==> src/rtl/mem_stage.sv <==
// mem_stage: MIPS memory stage with load-data handshake, load alignment and writeback/forwarding buses.
module mem_stage #(
   parameter int EX_TO_MEM_WD = 80,
   parameter int MEM_TO_WB_WD = 70,
   parameter int STALL_W      = 6
) (
   input  logic                    clk,
   input  logic                    resetn,
   input  logic [STALL_W-1:0]      stall,
   input  logic [EX_TO_MEM_WD-1:0] ex_to_mem_bus,
   input  logic                    data_sram_rvalid,
   input  logic [31:0]             data_sram_rdata,
   output logic [MEM_TO_WB_WD-1:0] mem_to_wb_bus,
   output logic [37:0]             mem_to_id,
   output logic                    stallreq_from_mem,
   output logic                    mem_load_pending
);
   typedef enum logic [1:0] {IDLE, WAIT, DONE} state_e;
   state_e                  state_q, state_d;
   logic [EX_TO_MEM_WD-1:0] bus_q, bus_d;
   logic [31:0]             rdata_buf_q, rdata_buf_d, load_word, rf_wdata;
   logic [7:0]              ld_byte;
   logic [15:0]             ld_half;
   logic [3:0]              mem_op;
   logic                    advance, bubble, reload, is_load, next_is_load, capture;
   logic                    unused_stall;

   assign unused_stall = ^{stall[2:0], stall[STALL_W-1:5]};

   always_comb begin
      advance      = ~stall[3];
      bubble       = stall[3] & ~stall[4];
      reload       = advance | bubble;
      bus_d        = bubble ? '0 : (advance ? ex_to_mem_bus : bus_q);
      is_load      = bus_q[43] & (bus_q[42:39] == 4'd0) & bus_q[38];
      next_is_load = bus_d[43] & (bus_d[42:39] == 4'd0) & bus_d[38];
      // a register advance wins over a simultaneous capture
      capture      = ~reload & (state_q == WAIT) & data_sram_rvalid;
      state_d      = reload ? (next_is_load ? WAIT : IDLE) : (capture ? DONE : state_q);
      rdata_buf_d  = capture ? data_sram_rdata : rdata_buf_q;
      load_word    = (state_q == DONE) ? rdata_buf_q : data_sram_rdata;
      mem_op       = bus_q[79:76];
      ld_byte      = 8'(load_word >> {bus_q[1:0], 3'b000});
      ld_half      = bus_q[1] ? load_word[31:16] : load_word[15:0];
      rf_wdata     = !is_load      ? bus_q[31:0] :
                     mem_op == 4'd1 ? {{24{ld_byte[7]}}, ld_byte} :
                     mem_op == 4'd2 ? {24'd0, ld_byte} :
                     mem_op == 4'd3 ? {{16{ld_half[15]}}, ld_half} :
                     mem_op == 4'd4 ? {16'd0, ld_half} : load_word;
      mem_to_wb_bus     = {bus_q[75:44], bus_q[37], bus_q[36:32], rf_wdata};
      mem_to_id         = {bus_q[37], bus_q[36:32], rf_wdata};
      stallreq_from_mem = (state_q == WAIT) & ~data_sram_rvalid;
      mem_load_pending  = stallreq_from_mem;
   end

   always_ff @(posedge clk or negedge resetn) begin
      if (!resetn) begin
         bus_q       <= '0;
         state_q     <= IDLE;
         rdata_buf_q <= '0;
      end else begin
         bus_q       <= bus_d;
         state_q     <= state_d;
         rdata_buf_q <= rdata_buf_d;
      end
   end
endmodule

==> config.mk <==
export PLATFORM = sky130hd
export DESIGN_NAME = mem_stage
export DESIGN_NICKNAME = d
export VERILOG_FILES = /design/src/rtl/mem_stage.sv
export SDC_FILE = /design/constraint.sdc
export NUM_CORES = 1
export LEC_CHECK = 0
export ABC_AREA = 1
export BUFFER_PORTS_ARGS = -buffer_cell sky130_fd_sc_hd__buf_2
export CORE_MARGIN = 4
export CORE_UTILIZATION = 40
export DETAILED_ROUTE_END_ITERATION = 10
export GPL_TIMING_DRIVEN = 0
export PLACE_DENSITY = 0.66
export SETUP_SLACK_MARGIN = 0.05
export SYNTH_ARGS = -nofsm -noshare
export SYNTH_HDL_FRONTEND = slang
export SYNTH_SLANG_ARGS = --single-unit
==> constraint.sdc <==
create_clock -name clk -period 2.12 [get_ports clk]
set_input_delay 0 -clock clk [delete_from_list [all_inputs] [get_ports clk]]
set_output_delay 0 -clock clk [all_outputs]
set_load 0.1 [all_outputs]
Word level (Yosys, flattened, before mapping). Cells that the tools add are included.

Flip-flop bits (word level): 114. Bits of input ports: 121. Output and inout port bits: 110. Logic and storage cells: 40.

Equal/unequal tests: 7. Shifts and indexed selects: 1. Multiplexer cells: 12. Bitwise logic cells: 13. Reduce and logical (&&, ||, !) cells: 3.

Operators with widths (number): $mux 32 (6); $mux 80 (2); $shr 32x5->8 (1); $mux 16 (1); $and 1x1->1 (8); $eq 4x2->1 const B (2); $logic_not 4->1 (2); $eq 4x1->1 const B (1); $eq 4x3->1 const B (1); $mux 2 (2); $not 1->1 (4); $eq 2x1->1 const B (1); $eq 2x2->1 const B (1); $ne 2x1->1 const B (1); $reduce_bool 2->1 (1); $mux 1 (1); $or 1x1->1 (1).

Longest topological paths before layout. Gate-level depths: netlist (run 1).

Depth after elaboration: 8. Gate-level depth with buffers: 13.

Worst setup path before layout (run 1). Ideal clock, no wire load.

Path type: flip-flop to output port. From: register state_q[1]. To: output stallreq_from_mem. Arrival time: 3196 ps. Path slack: -1076 ps. Cell stages (with the launch flop): 4. Path through: dfrtp_1 -> buf_4 -> nor3_1 -> buf_4.

Word-level cells in the longest chain between the ends: 2.

RTL lines: from (decl) (line 19) `state_e state_q, state_d;`; from (signal assigned) (line 63) `state_q <= state_d;`; $eq 2x1->1 (line 52) `stallreq_from_mem = (state_q == WAIT) & ~data_sram_rvalid;`; $and 1x1->1 (line 52); to (decl) (line 15) `output logic stallreq_from_mem,`.

No other way between the ends.

Worst setup path in the final report (run 1).
From: register state_q[0]. To: output mem_to_wb_bus[20].

Word-level cells in the longest chain between the ends: 7. Elaborated cells on any way between the ends: 9. Those cells by class: eq/ne: 1; shift: 1; mux: 7.

RTL lines: $eq 2x2->1 * (line 41) `load_word = (state_q == DONE) ? rdata_buf_q : data_sram_rdata;`; $mux 32 * (line 41); branches (longest 3 deep; another with $shr 32x5->8); $mux 32 * (line 46) `mem_op == 4'd1 ? {{24{ld_byte[7]}}, ld_byte} :`; $mux 32 * (line 45) `rf_wdata = !is_load ? bus_q[31:0] :`; to (decl) (line 13) `output logic [MEM_TO_WB_WD-1:0] mem_to_wb_bus,`.

Mark *: on every way between the ends.

==> results.cfg, run 1 <==
[clocking]
cts_root_buf = clkbuf_16
clock_path_buffers = 2
htree_levels = 4
cts.sinks = 114
clkLatencyLatePin_ps = 420
cts_tree = done
path_clk_slew_ps = 60
cts_made_buffers = 17

[synth]
synthArstFlopShare_pct = 100
synth_area_um2 = 6570
ys_seq_area_share_pct = 43.5
synth.ff_latch_count = 114
synth_xor_area_share_pct = 0
syn_nets = 968
synth-edff-count = 0
synthAdderAreaFrac_pct = 0
synth_cells = 847
yosys.area_share.simple_pct = 25.4
yosysWarnings = 0
synth_compound_area_share_pct = 15.4
ys.flop_type = dfrtp_1
yosysTopAreaCell = dfrtp_1
muxShareOfSynthArea_pct = 0
synth_area_leaders = dfrtp_1 (43%), nand2_1 (17%), a22o_1 (9.1%)
yosysTopAreaCellShare_pct = 43.5
yosys.cell_types.count = 27
synth_top_family_by_area = simple AND/OR/NAND/NOR gates
syn_area_per_cell_um2 = 7.75

[floorplan]
start_util_pct = 41.0
die_height_um = 136
std_cell_rows = 46
io_pins = 231
core_um2 = 16000
die_w_um = 136
die-area_um2 = 18500

[routing]
top_layer_used = met4
route.detailed.drc = 0
ant_nets = 0
dr_wl_met3_mm = 2.10
first_pass_iters = 5
viasPerCell = 5.33
vias = 7861
wl_per_cell_um = 19.1
drt_iter0_markers = 669
dr_wl_met2_mm = 14.0
finalWirelength_mm = 28.2
met1_length_mm = 10.6

[place]
io_buffers = 226
gp_congestion = 0.874
dpl.hpwl_mm = 15.7
dp_cells = 1290

[setup_path]
cp.buffers_inverters = 5
cp_slowest_cell = dfrtp_2
crit_type = reg2out
crit_family = simple AND/OR/NAND/NOR gates
path_common_cell = nand2_2
slowest_delay_ps = 440
crit_chain = clkinv_4, nand2_8, nand2_4, nand3_2, nand2_2, inv_4, nand2_4, nand2_8, buf_6, nand2_2, nand2_1, nand2_2, buf_4, buf_12
cp_max_fo = 7
end_kind = output pin
required_ps = 2120
crit_arrival_ps = 2360
startpoint_type = flip-flop

[cells_and_area]
area_growth_pct = 85.7
final_core_util_pct = 76.2
seq_area_um2 = 2860
multi_input_area_um2 = 3600
nNetsFinal = 1366
nFillCells = 995
drive_above_1_share_pct = 48.0
antenna_cells = 0
fin_cells = 1474

[timing]
setup_viol = 54
hold-worst-slack_ps = 77.9
hold_viol_final = 0
fin_ws_ps = -240
period_needed_ps = 2360
max-slew-margin-rel_pct = 54.4
worstMarginPinSlew_ps = 685
post-route-period-util_pct = 111
tns_ps = -4720
fmax_ghz = 0.424
slew_viol_final = 0
rsz0062_at_grt = yes
fin_skew_ps = 3.73

[global_routing]
grt_first_pass_wirelength_mm = 39.7
grt_max_degree = 70
grt_usage_pct = 27.3
grt_pass1_vias = 7995
antenna_found_initial = 0
overflow = 0

[power]
ir_worst_vdd_uv = 592
power_density_nw_per_um2 = 738
power.total_mw = 9.00
power_leakage_nw = 6.17

[run_status]
status = complete, but fails checks
violations = setup timing

[flow_run]
maxCapViolations = 0

[hold_path]
timing.hold.worst.class = in2async
worst paths after layout:
| path | startpoint | endpoint | slack [ps] | depth (start not counted) |
|---|---|---|---|---|
| hold reg to reg | rdata_buf_q[27] | rdata_buf_q[27] | 490 | 2 |
| hold / removal | resetn | rdata_buf_q[9] | 80 | 2 |
| setup / recovery | state_q[0] | mem_to_wb_bus[20] | -240 | 14 |
| max in group asynchronous | resetn | bus_q[78] | 1320 | 3 |
| setup reg to reg | state_q[1] | rdata_buf_q[7] | 190 | 7 |
| min in group clk | data_sram_rvalid | rdata_buf_q[15] | 80 | 4 |
layer usage:
metal	global-route usage (%)	up-vias
met1	32.9	3764
met3	6.03	125
met2	46.3	470
met5	0	-
met4	13.0	0
li1	-	3502
logic make-up (layout without fill, tap and decap cells):
kind of cell,Yosys count,in the layout
simple gates,405,406
buf+inv,185,595
compound gates,143,143
flops,114,114
stage by stage:
| step | setup slack [ps] | cell area, um^2 |
|---|---|---|
| after global placement | -420 | 8070 |
| final | -240 | 12200 |
| after global routing | -291 | 12200 |
| after CTS | -74.8 | 11300 |
| after floorplan | -116 | 6670 |
| after detailed placement | -201 | 8110 |
worst reg2reg max path, delay by kind of cell (launching register included):
family	cells	cell delay, ps
simple gates	1	190
buf+inv	5	1150
flops	1	390
compound gates	1	140
layout make-up:
class / instances / share of cell area, %
plain buffers: 126 / 8.27
clock buffers: 19 / 3.71
clock inverters: 13 / 1.42
inverters: 59 / 1.93
multi-input cells: 549 / 29.6
flip-flops and latches: 114 / 23.4
well taps: 216 / 2.22
repair buffers: 377 / 29.4
repair inverters: 1 / 0.0513
sequential cells by signal, indices dropped and copies added, names as in the netlist:
register and count:
rdata_buf_q 32, state_q 2, bus_q 80
where the power goes:
| part | switching (mW) | total, mW | leakage (nW) | internal, mW |
|---|---|---|---|---|
| logic | 2.24 | 3.44 | 4.48 | 1.20 |
| clock network | 1.11 | 3.04 | 0.294 | 1.93 |
| registers | 0.128 | 2.52 | 1.40 | 2.39 |
| total | 3.48 | 9.00 | 6.17 | 5.52 |
cell usage after synthesis, types with 2 or more instances:
| cell type | n |
|---|---|
| clkinv_1 | 2 |
| o21bai_1 | 6 |
| nand2_2 | 3 |
| nand2_4 | 2 |
| dfrtp_1 | 114 |
| buf_6 | 3 |
| buf_4 | 78 |
| buf_1 | 6 |
| buf_2 | 16 |
| inv_2 | 5 |
| inv_1 | 52 |
| o21ai_1 | 2 |
| o211ai_1 | 7 |
| nand2_1 | 289 |
| clkbuf_1 | 23 |
| a22o_1 | 68 |
| nor3_1 | 4 |
| nor2_1 | 22 |
| nand3_1 | 81 |
| o21ai_0 | 57 |
cells in the final DEF, fill, tap and decap left out, types with 6 or more instances in the layout:
cell type and instances:
a22o_1 68, buf_12 60, buf_2 167, buf_4 74
buf_6 48, clkbuf_1 12, clkbuf_16 19, clkbuf_2 7
dfrtp_1 110, dlygate4sd3_1 117, inv_1 48, inv_2 7
inv_6 6, nand2_1 181, nand2_2 74, nand2_4 37
nand3_1 40, nand3_2 37, nor2_1 14, nor2_4 6
o211ai_1 7, o21ai_0 40, o21ai_2 11, o21ai_4 7
o21bai_1 6
timing repair:
action	4_1_cts	5_1_grt
resized for setup	377	197
setup buffers	16	11
hold buffers	117	0
setup endpoints to repair	64	65
pin swaps	43	61
hold endpoints to repair	226	0
gates cloned	7	3
Power figures use the tool's default switching activity.
==> run 2, diff against run 1 <==
--- a/config.mk
+++ b/config.mk
@@ -6,12 +6,11 @@
 export NUM_CORES = 1
 export LEC_CHECK = 0
 export ABC_AREA = 1
-export BUFFER_PORTS_ARGS = -buffer_cell sky130_fd_sc_hd__buf_2
 export CORE_MARGIN = 4
 export CORE_UTILIZATION = 40
 export DETAILED_ROUTE_END_ITERATION = 10
+export DONT_BUFFER_PORTS = 1
 export GPL_TIMING_DRIVEN = 0
-export PLACE_DENSITY = 0.66
 export SETUP_SLACK_MARGIN = 0.05
 export SYNTH_ARGS = -nofsm -noshare
 export SYNTH_HDL_FRONTEND = slang
==> run 2 against run 1 <==
Compared with the run above: the run ends with hold timing, setup timing left; sequential power is essentially flat; first-iteration DRC count shrank 20%; register-to-register slack lost 90 ps; final area shrank 8.8%; sequential share of layout area grew 2.2 points; fmax shrank 10%; via count shrank 12%; clock skew grew 7.7 ps; wire length shrank 6.9%; highest routed layer unchanged.
==> results.cfg, run 2 (synthesis gave the netlist of run 1 again) <==
[run_status]
status = complete, but fails checks
violations = hold timing, setup timing

[timing]
hold_viol_final = 114
fmax_ghz = 0.380
post-route-period-util_pct = 124
slew_viol_final = 0
max-slew-margin-rel_pct = 43.3
rsz0062_at_grt = yes
setup_viol = 64
fin_skew_ps = 11.4
tns_ps = -18010
worstMarginPinSlew_ps = 848
fin_ws_ps = -511
period_needed_ps = 2630
hold-worst-slack_ps = -732

[setup_path]
cp_slowest_cell = a21boi_4
ff2ff_setup_slack_ps = 100
required_ps = 2120
reg2reg_to = rdata_buf_q[0]
crit_arrival_ps = 2630
crit_type = reg2out
startpoint_type = flip-flop
rr_worst_depth = 9
end_kind = output pin
cp.buffers_inverters = 4
cp-endpoint = mem_to_wb_bus[8]
worstSetupStartpoint = state_q[1]
r2r_start = state_q[1]
crit_family = compound AO/OA/AOI/OAI gates
crit_cells = 10
crit_chain = buf_6, nand3_1, nand3_2, nand2_2, inv_4, nand2_4, nand2_4, buf_6, a21boi_4, buf_12
cp_max_fo = 4
slowest_delay_ps = 670

[global_routing]
grt_first_pass_wirelength_mm = 38.6
grt_usage_pct = 26.8
grt_max_degree = 115
grt_pass1_vias = 7184
overflow = 0
antenna_found_initial = 0

[floorplan]
die_height_um = 136
core_um2 = 16000
start_util_pct = 41.0
die_w_um = 136
std_cell_rows = 46
die-area_um2 = 18500
io_pins = 231

[cells_and_area]
top_register = bus_q
drive_above_1_share_pct = 36.7
area_growth_pct = 69.5
layout_common_cells = nand2_1 (170), dlygate4sd3_1 (120), dfrtp_1 (113), buf_4 (73)
final_common_cell = nand2_1
antenna_cells = 0
largest_register_ffs = 80
nNetsFinal = 1153
final_core_util_pct = 69.5
top_regs = bus_q: 80 flops, rdata_buf_q: 32 flops, state_q: 2 flops

[clocking]
cts_tree = done
path_clk_slew_ps = 60
cts.sinks = 114
clock_path_buffers = 2
htree_levels = 4
cts_root_buf = clkbuf_16
ctsHoldBuffers = 120
cts_made_buffers = 17
clkLatencyLatePin_ps = 430

[place]
gp_congestion = 0.873
dpl.hpwl_mm = 14.7
place_ws_ps = -523
io_buffers = 0

[routing]
route.detailed.drc = 0
ant_nets = 0
drt_iter0_markers = 537
vias = 6925
finalWirelength_mm = 26.2
wl_per_cell_um = 20.8
viasPerCell = 5.49
first_pass_iters = 5

[power]
power_leakage_nw = 5.36
power_density_nw_per_um2 = 761
ir_worst_vdd_uv = 618
power.total_mw = 8.47

[hold_path]
timing.hold.worst.class = in2async

[flow_run]
maxCapViolations = 0
-- run 2: worst min-delay path by stage --
stage,from,endpoint,slack (ps),cells past startpoint
3_5_place_dp,resetn,rdata_buf_q[9],-290,0
3_3_place_gp,resetn,rdata_buf_q[4],-290,0
4_1_cts,resetn,rdata_buf_q[17],-740,0
2_1_floorplan,resetn,bus_q[0],-300,0
5_1_grt,resetn,rdata_buf_q[23],-750,0
6_report,resetn,rdata_buf_q[18],-730,0
-- run 2: report_power, final --
group          internal [mW]  switching (mW)  total, mW
Combinational          0.904            2.15       3.05
Sequential              2.39           0.120       2.51
Clock                   1.78            1.13       2.91
-- run 2: metrics by stage --
| step | cells | instance area, um^2 |
|---|---|---|
| after floorplan | 847 | 6670 |
| after global placement | 1063 | 6940 |
| after detailed placement | 1065 | 6980 |
| after CTS | 1256 | 10800 |
| after global routing | 1261 | 11100 |
| final | 1261 | 11100 |
-- run 2: final cells by class --
cell class	instances	area, um^2
Fill cell	1164	4870
Multi-Input combinational cell	549	4190
Sequential cell	114	2850
Timing Repair Buffer	165	1670
Buffer	126	1320
Clock buffer	19	443
Tap cell	216	270
Inverter	59	238
Clock inverter	13	150
-- run 2: timing repair --
item,CTS,global route
setup buffers,34,8
pin swaps,44,46
gates resized for setup,403,79
gates cloned,5,0
endpoints found under the setup margin,64,66
hold endpoints to repair,227,114
-- run 2: per-layer routing --
metal	vias up	share of wire, %	wire length [um]	track usage [%]
li1	3074	-	-	-
met4	0	4.4	1150	9.41
met2	398	50	13100	45.6
met1	3361	37	9750	33.1
met3	92	8.5	2220	6.66
met5	-	0	0	0
